File: config.mk
export PLATFORM = sky130hd
export DESIGN_NAME = over_screen_ctrl
export DESIGN_NICKNAME = d
export VERILOG_FILES = /design/src/rtl/over_pkg.sv /design/src/rtl/over_frame_timer.sv /design/src/rtl/over_screen_ctrl.sv
export SDC_FILE = /design/constraint.sdc
export NUM_CORES = 1
export LEC_CHECK = 0
export CAP_MARGIN = 20
export CORE_ASPECT_RATIO = 0.75
export CORE_MARGIN = 2
export CORE_UTILIZATION = 40
export CTS_BUF_LIST = sky130_fd_sc_hd__clkbuf_4 sky130_fd_sc_hd__clkbuf_8
export CTS_CLUSTER_DIAMETER = 40
export DETAILED_ROUTE_END_ITERATION = 8
export HOLD_SLACK_MARGIN = 0.08
export PLACE_DENSITY = 0.67
export SLEW_MARGIN = 20
export SYNTH_ARGS = -nofsm -noshare
export SYNTH_HDL_FRONTEND = slang
export SYNTH_SLANG_ARGS = --single-unit
File: constraint.sdc
create_clock -name Clk -period 4.6 [get_ports Clk]
set_input_delay 1.15 -clock Clk [delete_from_list [all_inputs] [get_ports Clk]]
set_output_delay 1.15 -clock Clk [all_outputs]
set_load 0.01 [all_outputs]
File: src/rtl/over_pkg.sv
// rtl/over_pkg.sv - shared types and constants for the game-over overlay
package over_pkg;

  typedef enum logic [1:0] {
    ST_IDLE,
    ST_REVEAL,
    ST_SHOW,
    ST_EXIT
  } over_state_t;

  // Default banner geometry on a 640x480 screen
  localparam int DEF_IMG_W    = 256;
  localparam int DEF_IMG_H    = 64;
  localparam int DEF_ORIGIN_X = 192;
  localparam int DEF_ORIGIN_Y = 208;
  localparam int DEF_ADDR_W   = 14;

  // Frame-based animation timing
  localparam int DEF_WIPE_STEP    = 4;
  localparam int DEF_BLINK_FRAMES = 30;

  // Palette index 0 never overrides the background
  localparam logic [3:0] TRANSPARENT_IDX = 4'h0;

endpackage

File: src/rtl/over_frame_timer.sv
// rtl/over_frame_timer.sv - frame-counted blink phase generator for the banner
module over_frame_timer
  import over_pkg::*;
#(
  parameter int BLINK_FRAMES = DEF_BLINK_FRAMES
) (
  input  logic Clk,
  input  logic Reset,
  input  logic frame_start,
  input  logic clear,
  input  logic enable,
  output logic blink_on
);

  localparam int              CNT_W    = $clog2(BLINK_FRAMES + 1);
  localparam logic [CNT_W-1:0] CNT_LAST = CNT_W'(BLINK_FRAMES - 1);

  logic [CNT_W-1:0] cnt_q;
  logic             on_q;

  // Clear restarts a visible half-period; each enabled frame advances the count
  always_ff @(posedge Clk or posedge Reset) begin
    if (Reset) begin
      cnt_q <= '0;
      on_q  <= 1'b0;
    end else if (clear) begin
      cnt_q <= '0;
      on_q  <= 1'b1;
    end else if (enable && frame_start) begin
      if (cnt_q == CNT_LAST) begin
        cnt_q <= '0;
        on_q  <= ~on_q;
      end else begin
        cnt_q <= cnt_q + 1'b1;
      end
    end
  end

  assign blink_on = on_q;

endmodule

File: src/rtl/over_screen_ctrl.sv
// rtl/over_screen_ctrl.sv - game-over overlay sequencer and sprite pixel pipeline
module over_screen_ctrl
  import over_pkg::*;
#(
  parameter int IMG_W        = DEF_IMG_W,
  parameter int IMG_H        = DEF_IMG_H,
  parameter int ORIGIN_X     = DEF_ORIGIN_X,
  parameter int ORIGIN_Y     = DEF_ORIGIN_Y,
  parameter int WIPE_STEP    = DEF_WIPE_STEP,
  parameter int BLINK_FRAMES = DEF_BLINK_FRAMES,
  parameter int ADDR_W       = DEF_ADDR_W
) (
  input  logic              Clk,
  input  logic              Reset,
  input  logic              frame_start,
  input  logic              game_over,
  input  logic              restart_req,
  input  logic [9:0]        DrawX,
  input  logic [9:0]        DrawY,
  output logic [ADDR_W-1:0] rom_addr,
  input  logic [3:0]        rom_data,
  output logic [3:0]        pal_index,
  output logic              overlay_valid,
  output logic              restart_ack
);

  localparam int         XB   = $clog2(IMG_W);
  localparam logic [10:0] X0   = 11'(ORIGIN_X);
  localparam logic [10:0] X1   = 11'(ORIGIN_X + IMG_W);
  localparam logic [10:0] Y0   = 11'(ORIGIN_Y);
  localparam logic [10:0] Y1   = 11'(ORIGIN_Y + IMG_H);
  localparam logic [10:0] ROWS = 11'(IMG_H);
  localparam logic [10:0] STEP = 11'(WIPE_STEP);

  over_state_t state_q;
  logic [10:0] reveal_q;
  logic [10:0] reveal_d;
  logic        ack_q;
  logic        flag_q;
  logic        flag_d;
  logic        blink_on;
  logic        timer_clear;
  logic        timer_en;
  logic [9:0]  rel_x;
  logic [9:0]  rel_y;
  logic        hit;
  logic        visible;

  // Next wipe height, saturating at the full sprite height
  always_comb begin
    reveal_d = reveal_q + STEP;
    if (reveal_d > ROWS) begin
      reveal_d = ROWS;
    end
  end

  // Overlay sequencer; reveal height is zeroed whenever the overlay goes idle
  always_ff @(posedge Clk or posedge Reset) begin
    if (Reset) begin
      state_q  <= ST_IDLE;
      reveal_q <= '0;
      ack_q    <= 1'b0;
    end else begin
      ack_q <= 1'b0;
      case (state_q)
        ST_IDLE: begin
          if (frame_start && game_over) begin
            state_q  <= ST_REVEAL;
            reveal_q <= '0;
          end
        end
        ST_REVEAL: begin
          if (frame_start) begin
            if (!game_over) begin
              state_q  <= ST_IDLE;
              reveal_q <= '0;
            end else if (reveal_q == ROWS) begin
              state_q <= ST_SHOW;
            end else begin
              reveal_q <= reveal_d;
            end
          end
        end
        ST_SHOW: begin
          if (restart_req) begin
            state_q <= ST_EXIT;
          end else if (frame_start && !game_over) begin
            state_q  <= ST_IDLE;
            reveal_q <= '0;
          end
        end
        ST_EXIT: begin
          if (frame_start) begin
            state_q  <= ST_IDLE;
            reveal_q <= '0;
            ack_q    <= 1'b1;
          end
        end
        default: begin
          state_q  <= ST_IDLE;
          reveal_q <= '0;
        end
      endcase
    end
  end

  // A restart in the same cycle as frame_start suppresses the blink step
  assign timer_clear = (state_q == ST_REVEAL) && frame_start && game_over && (reveal_q == ROWS);
  assign timer_en    = (state_q == ST_SHOW) && !restart_req;

  over_frame_timer #(
    .BLINK_FRAMES(BLINK_FRAMES)
  ) u_timer (
    .Clk        (Clk),
    .Reset      (Reset),
    .frame_start(frame_start),
    .clear      (timer_clear),
    .enable     (timer_en),
    .blink_on   (blink_on)
  );

  // Stage 0: box hit test limited to the rows revealed so far
  assign rel_x = DrawX - 10'(ORIGIN_X);
  assign rel_y = DrawY - 10'(ORIGIN_Y);
  assign hit   = ({1'b0, DrawX} >= X0) && ({1'b0, DrawX} < X1) &&
                 ({1'b0, DrawY} >= Y0) && ({1'b0, DrawY} < Y1) &&
                 ({1'b0, rel_y} < reveal_q);

  assign rom_addr = hit ? ((ADDR_W'(rel_y) << XB) + ADDR_W'(rel_x)) : '0;

  assign visible = (state_q == ST_REVEAL) || ((state_q == ST_SHOW) && blink_on);
  assign flag_d  = hit && visible;

  // Stage 1: align the draw decision with the synchronous ROM read
  always_ff @(posedge Clk or posedge Reset) begin
    if (Reset) begin
      flag_q <= 1'b0;
    end else begin
      flag_q <= flag_d;
    end
  end

  assign pal_index     = flag_q ? rom_data : TRANSPARENT_IDX;
  assign overlay_valid = flag_q && (rom_data != TRANSPARENT_IDX);
  assign restart_ack   = ack_q;

endmodule

==> results_dict.tcl <==
set metrics [dict create \
    critPathSlowestCell "clkdlybuf4s50_1" \
    via_per_inst 5.21 \
    critical-path-top-delay-family "buffers and inverters" \
    clkTransAtPathRegs_ps 70 \
    start_util 0.424 \
    critPathKind "input pin to output port" \
    final_util 0.613 \
    grt_pass1_wl_mm 6.93 \
    layout_setup_ws_ps 155 \
    cts_buffer_depth 2 \
    p_sw_frac 0.308 \
    grt_antenna_before_repair 0 \
    cp.arrival_ps 3300 \
    grt_pass1_vias 1520 \
    drv_slew 0 \
    core_sq_um 4130 \
    worstHoldStart "u_timer.blink_on" \
    dp_slack_ps -614 \
    place.gp.congestion 0.802 \
    final_common_cell "clkdlybuf4s50_1" \
    skew_ps 5.05 \
    syn_to_final_growth_pct 44.4 \
    pwr_density_cell_nw_per_um2 185 \
    hold_class "flop to flop" \
    layout.cells.non_filler 319 \
    cts-htree-levels 1 \
    vias 1662 \
    ys_seq_elements 19 \
    routed_wl_mm 4.58 \
    critPathMaxFanout 8 \
    status "finished clean" \
    power_leakage_nw 1.13 \
    critPathCaptureType "output port" \
    clk-insertion-delay-late_ps 260 \
    final-setup-viol-count 0 \
    cts_buffers 3 \
    layout-drive-gt1-share 0.303 \
    grt_overflow 0 \
    maxCapViolations 0 \
    worstPathCellList "clkdlybuf4s50_1 -> a31oi_4 -> xor2_1 -> ha_2 -> and2b_4 -> or4_4 -> a21oi_4 -> o31ai_4 -> buf_6 -> nor3_2 -> buf_2" \
    avgSynthCellArea_sq_um 9.03 \
    synthFlopType "dfrtp_1" \
    synth_enable_flop_cells 0 \
    syn_inst 194 \
    vdd_drop_max_v 0.000185 \
    synth.yosys.seq_area_share 0.271 \
    grt_use_total 0.183 \
    final_cell_mix "clkdlybuf4s50_1, buf_4, dfrtp_1, inv_1, ha_1" \
    numPortBuffers 48 \
    final_nets 312 \
    period_needed_ps 4450 \
    p_int_uw 324 \
    p_comb_frac 0.349 \
    io_pins 49 \
    fin_total_pwr_uw 468 \
    syn_area_sq_um 1750 \
    ys.warnings.count 0 \
    pwr-share-clk 0.261 \
    max_stage_delay_ps 530 \
    finalCritPeriodShare 0.966 \
    die-height_microns 61.3 \
    drc 0 \
    numClockSinks 19 \
    async_reset_ff_frac 1.00 \
    grt_max_degree 20 \
    diodes 0 \
    dp.cells 311 \
    max_slew_margin 0.527 \
    power_frac_seq 0.390 \
    hold_violations 0 \
    syn_nets 241 \
    fmax_mhz 225 \
    num_rows 20 \
    ant_nets 0 \
    place_hpwl_mm 3.40 \
    die_x_microns 80.4 \
    detail_route.iter0.violations 76 \
    final.fill_count 372 \
    cts_root_buf "clkbuf_8" \
    r2r_start "reveal_q[2]" \
    cp_num_buf_inv 3 \
    cts_tree "yes" \
    crit_start "DrawY[8]" \
    crit_required_ps 3450 \
    wl_per_cell_microns 14.4 \
    tightest_slew_ps 708 \
    dr.pass1.iters 4 \
    die-area_sq_um 4930 \
    synthDistinctLibCells 56 \
    startpoint_type "input pin" \
    p_sw_uw 144 \
]
-- per-layer routing --
layer,GRT usage,wire length [microns],vias up
li1,-,-,842
met1,0.259,2220,781
met2,0.301,2150,35
met3,0.0352,172,4
met4,0.0315,36,0
met5,0,0,-
-- cell usage after synthesis, types with 5 or more instances --
library cell,instances,area [sq um]
nand2_1,12,45.0
inv_1,20,75.1
ha_1,17,213
xnor2_1,7,61.3
nor3_2,8,80.1
a21oi_1,9,45.0
nor2_1,11,41.3
nand4_1,5,31.3
dfrtp_1,19,475
nor3b_1,7,52.6
and2_1,9,56.3
-- timing repair --
action | CTS | global route
setup buffers | 4 | 0
setup endpoints to repair | 14 | 14
pin swaps | 2 | 2
hold buffers | 0 | 0
resized for setup | 63 | 20
-- metrics by stage --
step / setup TNS, ps / hold WS, ps / instance area (sq um)
floorplan: 0 / 472 / 1750
global placement: -7580 / 492 / 2410
detailed placement: -8260 / 510 / 2410
CTS: -0.238 / 525 / 2440
global route: -18.2 / 569 / 2530
finish: 0 / 525 / 2530
-- sequential cells by signal, indices dropped and copies added, names as in the netlist --
| name | count |
|---|---|
| flag_q | 1 |
| restart_ack | 1 |
| reveal_q | 9 |
| state_q | 2 |
| u_timer.blink_on | 1 |
| u_timer.cnt_q | 5 |
-- logic make-up (layout without fill, tap and decap cells) --
logic type	after synthesis	after routing	share of synthesized area
AO/OA/AOI/OAI	41	41	0.166
XOR/XNOR	11	11	0.0550
adder cells (fa/ha/maj)	18	18	0.133
buffers and inverters	24	94	0.0621
flip-flops	19	19	0.271
multiplexers	1	1	0.00643
AND/OR/NAND/NOR	80	80	0.306
-- power by group through the flow --
stage          sequential (mW)  clock [mW]  combinational [mW]
2_1_floorplan            0.181           0              0.0872
3_3_place_gp             0.185           0               0.144
3_5_place_dp             0.186           0               0.145
4_1_cts                  0.182       0.123               0.154
5_1_grt                  0.184       0.133               0.180
6_report                 0.183       0.122               0.163
-- worst register-to-register path, delay by kind of cell (launching register included) --
kind,cells,cell delay (ps)
AO/OA/AOI/OAI,4,730
adder cells (fa/ha/maj),1,240
buffers and inverters,3,480
flip-flops,1,420
AND/OR/NAND/NOR,1,150
-- path summary, 6_finish.rpt --
kind	endpoint	cells past startpoint	slack [ps]
min	u_timer.blink_on	2	530
max	rom_addr[10]	11	150
max in group asynchronous	reveal_q[5]	2	2840
min in group asynchronous	u_timer.cnt_q[2]	2	1310
min reg2reg	u_timer.blink_on	2	530
max reg2reg	flag_q	9	2510
-- layout make-up --
| cell class | count | area (sq um) | share of cell area |
|---|---|---|---|
| timing repair buffer | 70 | 589 | 0.233 |
| clock buffer | 4 | 48.8 | 0.0193 |
| multi-input combinational | 151 | 1270 | 0.503 |
| sequential | 19 | 475 | 0.188 |
| tap | 55 | 68.8 | 0.0272 |
| inverter | 20 | 75.1 | 0.0297 |
No activity file was read; power rests on OpenSTA's default activity.
